### config.mk
export PLATFORM = sky130hd
export DESIGN_NAME = crc_seq
export DESIGN_NICKNAME = d
export VERILOG_FILES = /design/src/rtl/crc_seq_pkg.sv /design/src/rtl/crc_seq_bit_cnt.sv /design/src/rtl/crc_seq.sv
export SDC_FILE = /design/constraint.sdc
export NUM_CORES = 1
export LEC_CHECK = 0
export BUFFER_PORTS_ARGS = -buffer_cell sky130_fd_sc_hd__buf_4
export CAP_MARGIN = 20
export CORE_ASPECT_RATIO = 0.7
export CORE_UTILIZATION = 55
export DETAILED_ROUTE_END_ITERATION = 12
export PLACE_DENSITY = 0.77
export SLEW_MARGIN = 40
export SYNTH_ARGS = -nofsm -noshare
export SYNTH_HDL_FRONTEND = slang
export SYNTH_SLANG_ARGS = --single-unit
### constraint.sdc
create_clock -name clk -period 2.71 [get_ports clk]
set_input_delay 0.271 -clock clk [delete_from_list [all_inputs] [get_ports clk]]
set_output_delay 0.271 -clock clk [all_outputs]
set_load 0.02 [all_outputs]
### src/rtl/crc_seq_pkg.sv
// Shared constants for the CRC frame sequencer: state encoding, byte width,
// default CRC length and the seed value the external engine loads on eng_seed.
package crc_seq_pkg;

    // Width of one upstream byte; bytes are serialized LSB first.
    localparam int BYTE_W = 8;

    // Default number of CRC output cycles.
    localparam int CRC_W_DEF = 8;

    // Seed the external CRC engine loads when eng_seed pulses.
    localparam logic [CRC_W_DEF-1:0] CRC_SEED = 8'hFF;

    // FSM state encoding, kept as plain constants for legacy tool flows.
    typedef logic [2:0] state_t;

    localparam state_t ST_IDLE  = 3'd0;
    localparam state_t ST_SEED  = 3'd1;
    localparam state_t ST_FILL  = 3'd2;
    localparam state_t ST_SHIFT = 3'd3;
    localparam state_t ST_CRC   = 3'd4;
    localparam state_t ST_DONE  = 3'd5;

    // True in the states where the shared bit/CRC counter runs.
    function automatic logic is_counting(input state_t s);
        return (s == ST_SHIFT) || (s == ST_CRC);
    endfunction

endpackage

### src/rtl/crc_seq_bit_cnt.sv
// Loadable up-counter with a terminal-count flag. One instance counts the
// eight bit times of a byte in SHIFT and the CRC_W output cycles in CRC.
module crc_bit_cnt
    import crc_seq_pkg::*;
#(
    parameter int CNT_W = 4
) (
    input  logic             clk,
    input  logic             rst,
    input  logic             load,
    input  logic [CNT_W-1:0] load_val,
    input  logic             en,
    input  logic [CNT_W-1:0] term,
    output logic             tc
);

    logic [CNT_W-1:0] count;

    // Count register: load has priority over increment.
    always_ff @(posedge clk or negedge rst) begin
        if (!rst) begin
            count <= '0;
        end else if (load) begin
            count <= load_val;
        end else if (en) begin
            count <= count + CNT_W'(1);
        end
    end

    // Terminal count only reported while counting, so it is quiet in idle states.
    assign tc = en && (count == term);

endmodule

### src/rtl/crc_seq.sv
// CRC frame sequencer: seeds an external serial CRC engine, accepts bytes
// through a valid/ready handshake with a one-entry holding register so that
// consecutive bytes stream without gaps, then clocks out CRC_W CRC bits.
// Every output is decoded from state, counter and internal registers only.
module crc_seq
    import crc_seq_pkg::*;
#(
    parameter int CRC_W = CRC_W_DEF,
    parameter int CNT_W = 4
) (
    input  logic              clk,
    input  logic              rst,
    input  logic              frm_start,
    input  logic              byte_valid,
    input  logic [BYTE_W-1:0] byte_data,
    input  logic              byte_last,
    output logic              byte_ready,
    output logic              eng_seed,
    output logic              eng_active,
    output logic              eng_bit,
    output logic              out_valid,
    output logic              busy,
    output logic              done,
    output logic              err
);

    state_t            state;
    state_t            nxt_state;

    logic [BYTE_W-1:0] shreg;
    logic              cur_last;

    logic [BYTE_W-1:0] hold_data;
    logic              hold_last;
    logic              hold_full;
    logic              last_seen;

    logic              xfer;
    logic              cnt_en;
    logic              cnt_load;
    logic              cnt_tc;
    logic [CNT_W-1:0]  cnt_term;

    logic              in_shift;
    logic              reload;
    logic              underrun;

    assign in_shift = (state == ST_SHIFT);
    assign xfer     = byte_valid && byte_ready;

    // Byte 7 done and the next byte is already waiting: swap it in seamlessly.
    assign reload   = in_shift && cnt_tc && !cur_last && hold_full;

    // Byte 7 done, frame not finished and nothing waiting: abort.
    assign underrun = in_shift && cnt_tc && !cur_last && !hold_full;

    // The counter runs in SHIFT and CRC and is cleared whenever it is idle or
    // has just hit its terminal count, so every SHIFT/CRC phase starts at 0.
    assign cnt_en   = is_counting(state);
    assign cnt_load = !cnt_en || cnt_tc;
    assign cnt_term = (state == ST_CRC) ? CNT_W'(CRC_W - 1) : CNT_W'(BYTE_W - 1);

    crc_bit_cnt #(
        .CNT_W (CNT_W)
    ) u_bit_cnt (
        .clk      (clk),
        .rst      (rst),
        .load     (cnt_load),
        .load_val ('0),
        .en       (cnt_en),
        .term     (cnt_term),
        .tc       (cnt_tc)
    );

    // State register.
    always_ff @(posedge clk or negedge rst) begin
        if (!rst) begin
            state <= ST_IDLE;
        end else begin
            state <= nxt_state;
        end
    end

    // Next-state decode.
    always_comb begin
        nxt_state = state;
        case (state)
            ST_IDLE: begin
                if (frm_start) begin
                    nxt_state = ST_SEED;
                end
            end
            ST_SEED: begin
                nxt_state = ST_FILL;
            end
            ST_FILL: begin
                if (xfer) begin
                    nxt_state = ST_SHIFT;
                end
            end
            ST_SHIFT: begin
                if (cnt_tc) begin
                    if (cur_last) begin
                        nxt_state = ST_CRC;
                    end else if (!hold_full) begin
                        nxt_state = ST_IDLE;
                    end
                end
            end
            ST_CRC: begin
                if (cnt_tc) begin
                    nxt_state = ST_DONE;
                end
            end
            ST_DONE: begin
                nxt_state = ST_IDLE;
            end
            default: begin
                nxt_state = ST_IDLE;
            end
        endcase
    end

    // Shift register and current-byte last flag: load from the bus in FILL,
    // from the holding register at a byte boundary, otherwise shift right.
    always_ff @(posedge clk or negedge rst) begin
        if (!rst) begin
            shreg    <= '0;
            cur_last <= 1'b0;
        end else if ((state == ST_FILL) && xfer) begin
            shreg    <= byte_data;
            cur_last <= byte_last;
        end else if (reload) begin
            shreg    <= hold_data;
            cur_last <= hold_last;
        end else if (in_shift) begin
            shreg    <= {1'b0, shreg[BYTE_W-1:1]};
        end
    end

    // Holding register and last_seen: a byte accepted during SHIFT waits here
    // until the current byte finishes. Both flags drop whenever a frame ends.
    always_ff @(posedge clk or negedge rst) begin
        if (!rst) begin
            hold_data <= '0;
            hold_last <= 1'b0;
            hold_full <= 1'b0;
            last_seen <= 1'b0;
        end else if ((state == ST_IDLE) || (state == ST_DONE) || underrun) begin
            hold_full <= 1'b0;
            last_seen <= 1'b0;
        end else begin
            if (in_shift && xfer) begin
                hold_data <= byte_data;
                hold_last <= byte_last;
                hold_full <= 1'b1;
            end else if (reload) begin
                hold_full <= 1'b0;
            end
            if (xfer && byte_last) begin
                last_seen <= 1'b1;
            end
        end
    end

    // Handshake: always ready in FILL; in SHIFT only while the holding slot is
    // free, the frame's last byte has not yet been taken, and this is not the
    // bit-7 cycle (where an empty slot means the frame is being aborted).
    always_comb begin
        byte_ready = 1'b0;
        case (state)
            ST_FILL:  byte_ready = 1'b1;
            ST_SHIFT: byte_ready = !hold_full && !last_seen && !cnt_tc;
            default:  byte_ready = 1'b0;
        endcase
    end

    // Engine-side and status outputs decoded from state.
    always_comb begin
        eng_seed   = (state == ST_SEED);
        eng_active = in_shift;
        eng_bit    = in_shift && shreg[0];
        out_valid  = (state == ST_CRC);
        busy       = (state != ST_IDLE);
        done       = (state == ST_DONE);
        err        = underrun;
    end

endmodule
==> impl_metrics.py <==
metrics = {
    "cells_and_area": {
        "fin_util_pct": 67.8,
        "stdcell_area_um2": 1670,
        "nets": 171,
        "drive_gt1_share_pct": 23.7,
        "diodes": 0,
        "area_growth_pct": 16.5,
    },
    "synthesis": {
        "syn_avg_cell_area_um2": 10.4,
        "synthFlopType": "dfrtp_1",
        "ys_seq_area_share_pct": 47.2,
        "syn-cell-area_um2": 1430,
        "synth_cell_types": 32,
        "synth_edf_count": 0,
        "netlist_instances": 137,
        "yosys_warnings": 0,
        "ys_ff_latch": 27,
        "synth_area_leaders": "dfrtp_1 47%, mux2_4 9.4%, mux2i_1 4.9%",
        "synth_top_area_share_pct": 47.2,
        "synthArstFlopShare_pct": 100,
        "yosysTopAreaCell": "dfrtp_1",
        "synth_nets": 151,
    },
    "floorplan": {
        "die-area_um2": 2810,
        "die_y_um": 44.7,
        "start_util_pct": 58.2,
        "num_io_pins": 21,
        "placementRows": 15,
        "die-width_um": 63.0,
        "core-area_um2": 2460,
    },
    "detailed_routing": {
        "drt_iter0_drc": 139,
        "dr.pass1.iters": 4,
        "ant_nets": 0,
        "post_drt_wl_per_cell_um": 17.4,
        "num_vias": 1163,
        "wl_um": 3300,
        "drc": 0,
        "viasPerCell": 6.12,
    },
    "power_and_ir_drop": {
        "p_per_area_nw_per_um2": 949,
        "leakage_nw": 0.749,
        "irDropWorstVdd_v": 0.000652,
    },
    "critical_path": {
        "r2r-start": "u_bit_cnt.count[0]",
        "r2r_cells": 6,
        "endpoint_kind": "register",
        "crit_fanout": 10,
        "crit_arrival_ns": 2.53,
        "required_ns": 2.87,
        "critPathLaunch": "u_bit_cnt.count[0]",
        "ff2ff_setup_slack_ns": 0.35,
        "r2r_end": "hold_data[6]",
        "crit_path_end": "hold_data[6]",
        "crit_type": "reg -> reg",
        "setup.worst_path.start_class": "register",
    },
    "sta": {
        "hold_violations": 0,
        "final.min_clock_period_ns": 2.36,
        "finClkSkew_ns": 0.0113,
        "worst_slew_pin_slew_ns": 0.680,
        "rsz0062_at_grt": "no",
        "final.period_utilization_pct": 87.2,
        "max_slew_margin_pct": 54.6,
        "fin_tns_setup_ns": 0,
        "setup_violations": 0,
        "layout_setup_ws_ns": 0.346,
        "max_freq_mhz": 423,
        "drv_slew": 0,
    },
    "global_routing": {
        "grt_start_max_net_pins": 28,
        "grt_pass1_vias": 1047,
        "grt_usage_pct": 26.6,
        "grt_pass1_wl_um": 5420,
        "overflow": 0,
        "antenna_found_initial": 0,
    },
    "run_status": {
        "status": "completed",
    },
    "cts": {
        "cts_resized": 0,
        "cts_setup_buffers": 0,
        "clkLatencyLatePin_ns": 0.28,
        "clock_tree.root_cell": "clkbuf_8",
        "cts_hold_buf": 1,
        "ctsHtreeMaxLevel": 1,
        "clk_path_buf_depth": 2,
        "cts_num_sinks": 27,
        "clkSlewWorstSetupHoldPaths_ns": 0.10,
        "cts_tree": "done",
        "cts_buffers": 3,
    },
    "placement": {
        "placed_area_um2": 1610,
        "gp_congestion": 0.884,
        "dp_slack_ns": 0.373,
        "dp_hpwl_um": 2250,
        "portBuffers": 20,
    },
    "min_path": {
        "hold_class": "in -> reg",
    },
    "flow_run": {
        "max_cap_viol_count": 0,
    },
}
-- critical path, cell delays in order, from the launching register on --
cell and delay, ns:
dfrtp_1 0.41, ha_1 0.24, and3b_1 0.24, or3_1 0.34, or4_1 0.49, buf_4 0.22, mux2_4 0.31
-- metal layers --
metal,part of all wire [%],wire [um],GRT usage (%),vias to the layer above
met2,45,1490,37.6,69
met1,45,1490,39.0,559
met4,0.58,19,10.7,0
li1,-,-,-,533
met3,9.3,306,6.70,2
met5,0,0,0,-
-- flip-flops by register name (all words and copies together), names as in the netlist --
signal,count
last_seen,1
hold_last,1
hold_full,1
hold_data,8
cur_last,1
u_bit_cnt.count,4
state,3
shreg,8
-- power by group --
part           total [W]  internal (W)  switching, W  leakage [nW]
Combinational   0.000641      0.000313      0.000328         0.394
Clock           0.000235      0.000105      0.000130        0.0217
Sequential      0.000707      0.000565      0.000142         0.332
-- stage by stage --
step	cells	total power (W)	hold slack, ns
after CTS	190	0.00158	0.217
after global routing	190	0.00169	0.217
final	190	0.00158	0.225
after global placement	185	0.00131	0.203
after floorplan	137	0.00112	-0.0246
after detailed placement	185	0.00134	0.203
-- layout make-up --
| class | instances | area (um2) |
|---|---|---|
| fill | 187 | 791 |
| clock buffer | 3 | 41.3 |
| clock inverter | 1 | 7.51 |
| tap | 34 | 42.5 |
| timing repair buffer | 25 | 190 |
| sequential | 27 | 676 |
| multi-input combinational | 96 | 696 |
| inverter | 4 | 15.0 |
-- synth_stat cells, types with 2 or more instances --
master    instances
o21a_1            7
nand3_1           2
a41oi_1           7
o21ai_0          14
inv_1             4
a31oi_1           2
nand2_1           4
or3_1             2
mux2_4            9
nand3b_1          2
nor3_1            4
a32oi_1           2
mux2i_1           7
dfrtp_1          27
nor2_1           12
clkbuf_1          9
nor2b_1           5
and2_1            3
a21oi_1           2
-- kinds of logic after synthesis --
kind of cell | Yosys count | share of synthesized area (%)
buffers and inverters | 14 | 4.20
adders and majority gates | 1 | 0.874
and+or+nand+nor | 38 | 13.7
xor gates and xnor gates | 2 | 1.22
AOI/OAI and AO/OA | 39 | 18.4
DFF | 27 | 47.2
muxes | 16 | 14.3
-- placed cells by master, fill, tap and decap left out, types with 2 or more instances in the layout --
| master | count |
|---|---|
| inv_1 | 4 |
| a31oi_1 | 2 |
| nand3_1 | 2 |
| a41oi_1 | 7 |
| nor3_1 | 4 |
| o21a_1 | 7 |
| a32oi_1 | 2 |
| clkbuf_8 | 3 |
| a21oi_1 | 2 |
| o21ai_0 | 14 |
| mux2_4 | 9 |
| nor2_1 | 12 |
| mux2i_1 | 7 |
| and2_1 | 3 |
| or3_1 | 2 |
| nand3b_1 | 2 |
| buf_4 | 24 |
| nor2b_1 | 5 |
| dfrtp_1 | 27 |
| nand2_1 | 4 |
-- how the worst min path moves through the flow --
stage	slack [ns]	to	start	cells past startpoint
finish	0.23	hold_data[4]	byte_data[4]	2
floorplan	-0.02	cur_last	rst	0
global placement	0.20	state[1]	rst	1
CTS	0.22	hold_data[4]	byte_data[4]	2
global route	0.22	hold_data[2]	byte_data[2]	2
detailed placement	0.20	state[1]	rst	1
No activity file was read; power rests on OpenSTA's default activity.
